**src/rtl/stream_demux_reg.sv**
```systemverilog
// stream_demux_reg: registered 1-to-NUM_CH valid/ready demux, one holding slot per channel.
// Optional broadcast input enabled by defining STREAM_DEMUX_BROADCAST_EN.
module stream_demux_reg #(
  parameter int DATA_W = 8,
  parameter int NUM_CH = 4,
  parameter int SEL_W  = $clog2(NUM_CH)
) (
  input  logic                     clk,
  input  logic                     rst,
  input  logic                     in_valid,
  output logic                     in_ready,
  input  logic [DATA_W-1:0]        din,
  input  logic [SEL_W-1:0]         sel,
`ifdef STREAM_DEMUX_BROADCAST_EN
  input  logic                     bcast,
`endif
  output logic [NUM_CH-1:0]        out_valid,
  input  logic [NUM_CH-1:0]        out_ready,
  output logic [NUM_CH*DATA_W-1:0] dout,
  output logic [7:0]               drop_cnt
);

  logic [NUM_CH-1:0]        valid_q, valid_d;
  logic [NUM_CH*DATA_W-1:0] data_q, data_d;
  logic [7:0]               drop_q, drop_d;

  logic [NUM_CH-1:0] hit;
  logic [NUM_CH-1:0] slot_free;
  logic [NUM_CH-1:0] load;
  logic              in_range;
  logic              bc;
  logic              fire;
  logic              drop;

`ifdef STREAM_DEMUX_BROADCAST_EN
  assign bc = bcast;
`else
  assign bc = 1'b0;
`endif

  // One-hot decode of sel; an out-of-range sel leaves hit all zero.
  always_comb begin
    hit = '0;
    for (int i = 0; i < NUM_CH; i++) begin
      hit[i] = (sel == SEL_W'(i));
    end
  end

  assign in_range  = |hit;
  assign slot_free = ~valid_q | out_ready;

  // Ready depends only on the addressed slot(s); dropped words are always taken.
  always_comb begin
    in_ready = 1'b1;
    if (bc) begin
      in_ready = &slot_free;
    end else if (in_range) begin
      in_ready = |(hit & slot_free);
    end
  end

  assign fire = in_valid & in_ready;
  assign drop = fire & ~bc & ~in_range;

  // Per-slot load enables; broadcast loads every slot in the same edge.
  always_comb begin
    load = '0;
    if (fire) begin
      load = bc ? {NUM_CH{1'b1}} : hit;
    end
  end

  // Slot next state: load wins, otherwise a drain empties the slot.
  always_comb begin
    valid_d = load | (valid_q & ~out_ready);
    data_d  = data_q;
    for (int i = 0; i < NUM_CH; i++) begin
      if (load[i]) begin
        data_d[i*DATA_W +: DATA_W] = din;
      end
    end
  end

  // Saturating count of discarded out-of-range words.
  always_comb begin
    drop_d = drop_q;
    if (drop && (drop_q != 8'hFF)) begin
      drop_d = drop_q + 8'd1;
    end
  end

  // State registers; reset clears slots, payloads and the drop count.
  always_ff @(posedge clk or posedge rst) begin
    if (rst) begin
      valid_q <= '0;
      data_q  <= '0;
      drop_q  <= '0;
    end else begin
      valid_q <= valid_d;
      data_q  <= data_d;
      drop_q  <= drop_d;
    end
  end

  assign out_valid = valid_q;
  assign dout      = data_q;
  assign drop_cnt  = drop_q;

endmodule

```
**config.mk**
```make
export PLATFORM = sky130hd
export DESIGN_NAME = stream_demux_reg
export DESIGN_NICKNAME = d
export VERILOG_FILES = /design/src/rtl/stream_demux_reg.sv
export SDC_FILE = /design/constraint.sdc
export NUM_CORES = 1
export LEC_CHECK = 0
export BUFFER_PORTS_ARGS = -buffer_cell sky130_fd_sc_hd__clkbuf_2
export CORE_ASPECT_RATIO = 0.7
export CORE_MARGIN = 2
export CORE_UTILIZATION = 40
export CTS_CLUSTER_SIZE = 16
export DETAILED_ROUTE_END_ITERATION = 7
export GPL_TIMING_DRIVEN = 0
export PLACE_DENSITY = 0.69
export RECOVER_POWER = 100
export SYNTH_ARGS = -nofsm -noshare
export SYNTH_HDL_FRONTEND = slang
export SYNTH_SLANG_ARGS = --single-unit
export TNS_END_PERCENT = 5
```
**constraint.sdc**
```tcl
create_clock -name clk -period 1.8 [get_ports clk]
set_clock_uncertainty 0.2 [all_clocks]
set_input_delay 0.18 -clock clk [delete_from_list [all_inputs] [get_ports clk]]
set_output_delay 0.18 -clock clk [all_outputs]
set_load 0.05 [all_outputs]
```
Yosys cells after proc, flatten, opt, wreduce, memory -nomap -nowiden

Cells that the tools add are included.

Bits in registers: 44
Input bits: 17
Output and inout port bits: 45

$add $sub $neg: 1
Equality and inequality tests: 4
Multiplexer cells: 2
Bitwise operators: 9
Reduce and logical (&&, ||, !) cells: 4

Operators by type and width:

| operator            | number |
|---|---|
| $add 8x1->8 const B | 1 |
| $and 4x4->4         | 2 |
| $ne 8x8->1 const B  | 1 |
| $not 4->4           | 2 |
| $or 4x4->4          | 2 |
| $reduce_or 4->1     | 2 |
| $eq 2x2->1 const B  | 2 |
| $mux 4              | 1 |
| $and 1x1->1         | 2 |
| $eq 2x1->1 const B  | 1 |
| $logic_not 2->1     | 1 |
| $logic_and 1x1->1   | 1 |
| $mux 1              | 1 |
| $not 1->1           | 1 |

Logic depth before layout (Yosys ltp)

Depth in word-level cells: 8
Depth in mapped cells: 5
Depth with buffers taken out: 3

Worst setup path after synthesis

Ideal clock, no wire load.

Kind: flip-flop to output port
From: register valid_q[0], in the netlist out_valid[0]
To: output port in_ready
Arrival time: 1.405 ns
Data required time: 1.420 ns
Slack: 0.015 ns
Stages on the path, launching flop included: 3
Path through: dfrtp_1 -> nand2b_1 -> mux4_2

Cells in the longest elaborated chain, start to end: 5

Ends and longest elaborated chain:

| element                  | RTL line | source |
|---|---|---|
| start: declaration       | 23       | `logic [NUM_CH-1:0] valid_q, valid_d;` |
| start signal: assignment | 99       | `valid_q <= valid_d;` |
| $not 4->4                | 50       | `assign slot_free = ~valid_q \| out_ready;` |
| $or 4x4->4               | 50       |  |
| $and 4x4->4              | 58       | `in_ready = \|(hit & slot_free);` |
| $reduce_or 4->1          | 58       |  |
| $mux 1                   | 57       | `end else if (in_range) begin` |
| end: declaration         | 11       | `output logic in_ready,` |

No other way between the ends.

Worst setup path in the final report

From: register valid_q[3], in the netlist out_valid[3]
To: output port in_ready

Same word-level chain as after synthesis.

==> flow_summary.json <==
{
  "start_util": 0.418,
  "reg2reg_to": "dout[17]",
  "ant_nets": 0,
  "cts_sinks": 44,
  "holdPathStages": 2,
  "drt_iter0_markers": 42,
  "finalSetupViolCount": 0,
  "fin_crit_sh": 0.983,
  "die-height_um": 57.5,
  "n_antenna_cell": 0,
  "vias": 1136,
  "cts_root_buf": "clkbuf_8",
  "failed_checks": "negative hold slack",
  "critPathMaxFanout": 3,
  "outcome": "finished, violations left",
  "synth_seq_cells": 44,
  "worst_ep_arrival_time_ns": 1.39,
  "cts_buffers": 5,
  "pre_cts_slack_ns": 0.0405,
  "dp.cells": 217,
  "grt_pass1_wl_um": 5740,
  "peakVddDrop_mv": 0.690,
  "io_pins": 62,
  "critPathLaunchType": "register",
  "cts_tree": "built",
  "hold_viol_final": 1,
  "cts_htree_levels": 2,
  "hold_class": "in2reg",
  "worstPathRequired_ns": 1.42,
  "min_to": "out_valid[2]",
  "min-delay-start": "sel[0]",
  "dr.pass1.iters": 4,
  "finalMaxSlewViolations": 0,
  "reg2reg_from": "out_valid[2]",
  "globalplace.congestion": 0.749,
  "rows": 19,
  "core_um2": 3920,
  "routed_wl_um": 3600,
  "yosysUniqueCellTypes": 15,
  "antenna_found_initial": 0,
  "design_area_um2": 2200,
  "fmax_mhz": 565,
  "syn_avg_cell_area_um2": 15.6,
  "nets": 205,
  "post-route-util": 0.561,
  "syn-instance-count": 105,
  "grtUsageTotal": 0.172,
  "max_slew.worst_pin.slew_ns": 0.879,
  "max_slew_margin": 0.413,
  "clkSlewWorstSetupHoldPaths_ns": 0.08,
  "areaGrowthSynthToFinish_pct": 34.5,
  "rrSetupSlack_ns": 0.11,
  "clk_path_buf_depth": 2,
  "p_per_area_nw_per_um2": 1280,
  "r2r_cells": 4,
  "rsz0062_at_grt": "yes",
  "drc_errors": 0,
  "place_area_um2": 2000,
  "dp_hpwl_um": 2440,
  "yosysSeqAreaShare": 0.672,
  "synth.cell_area_um2": 1640,
  "via_per_inst": 4.71,
  "dieArea_um2": 4630,
  "dieWidth_um": 80.5,
  "grt_max_degree": 45,
  "fin_hold_ws_ns": -0.0227,
  "final_cells": 241,
  "first_global_vias": 1197,
  "yosys_warnings": 0,
  "fin_crit_ns": 1.77,
  "crit_type": "reg2out",
  "io_buffers": 60,
  "clock_latency_ns": 0.28,
  "grt_overflow": 0,
  "cp-end-kind": "primary output",
  "drv_cap": 0,
  "setup_slack_ns": 0.0310,
  "wl_per_cell_um": 15.0,
  "drive_gt1_frac": 0.323,
  "leakage_nw": 0.972,
  "synth_fp_nets": 122
}
[how the worst max path moves through the flow]
stage,from,endpoint,depth (start not counted)
final,out_valid[3],in_ready,3
after global routing,out_valid[3],in_ready,3
after CTS,out_valid[3],in_ready,3
after detailed placement,out_valid[2],dout[17],3
after global placement,rst,out_valid[3],2
after floorplan,out_valid[0],in_ready,2
[flip-flops by register name, summed over array words and instances, names as in the netlist]
signal and flops:
dout 32, drop_cnt 8, out_valid 4
[layer usage]
| metal | GRT usage | vias to the layer above | wire [µm] |
|---|---|---|---|
| met5 | 0 | - | 0 |
| met4 | 0.0751 | 0 | 28 |
| met3 | 0.0633 | 4 | 360 |
| met2 | 0.270 | 59 | 1730 |
| met1 | 0.215 | 560 | 1490 |
| li1 | - | 513 | - |
[cell usage after synthesis]
cell	n	area (µm²)
dfrtp_1	44	1100
nor2b_2	1	8.76
inv_1	1	3.75
nand2b_1	4	25.0
and3_1	1	6.26
buf_2	3	15.0
nand3_1	1	5.00
o21ai_0	1	5.00
nor2b_1	1	6.26
mux2_2	32	360
clkbuf_1	8	30.0
nor3b_4	1	18.8
nand3b_2	1	11.3
nand2_1	5	18.8
mux4_2	1	22.5
[through the flow]
step / total power, mW / TNS [ns]
6_report: 2.82 / 0
5_1_grt: 2.96 / -0.197
4_1_cts: 2.89 / 0
3_5_place_dp: 2.25 / 0
3_3_place_gp: 2.22 / -0.909
2_1_floorplan: 2.00 / 0
[cells by family after synthesis]
kind of cell    count (synthesis)  share of synthesized area
flops                          44                      0.672
mux                            33                      0.234
simple gates                   15                     0.0611
buf+inv                        12                     0.0298
compound gates                  1                    0.00305
[repair_timing]
item	in CTS	in global routing
setup endpoints to repair	1	17
hold endpoints to repair	77	0
hold buffers	14	0
resized for setup	2	3
setup buffers	1	1
[placed cells by master, fill, tap and decap left out, drive strengths merged, types with 2 or more instances in the layout]
cell type    Yosys  final
dlygate4sd3      0     14
nand2            5      5
nor2b            2      2
mux2            32     32
buf              3      4
nand2b           4      4
dfrtp           44     44
clkbuf           8     77
[area by class of cell]
| cell class | count | area, µm² |
|---|---|---|
| Fill cell | 356 | 1720 |
| Sequential cell | 44 | 1100 |
| Multi-Input combinational cell | 49 | 477 |
| Timing Repair Buffer | 76 | 418 |
| Clock buffer | 8 | 90.1 |
| Tap cell | 52 | 65.1 |
| Buffer | 11 | 47.5 |
| Inverter | 1 | 3.75 |
[critical path, stage by stage (launching register included)]
cell and delay [ns]:
dfrtp_1 0.35, nand2b_1 0.08, mux4_2 0.50, buf_8 0.17
[report_power, final]
part | total [mW] | switching (mW) | internal (mW)
combinational | 0.978 | 0.748 | 0.230
sequential | 1.23 | 0.0858 | 1.15
clock | 0.605 | 0.292 | 0.313
total | 2.82 | 1.13 | 1.69
No activity file was read; power rests on OpenSTA's default activity.
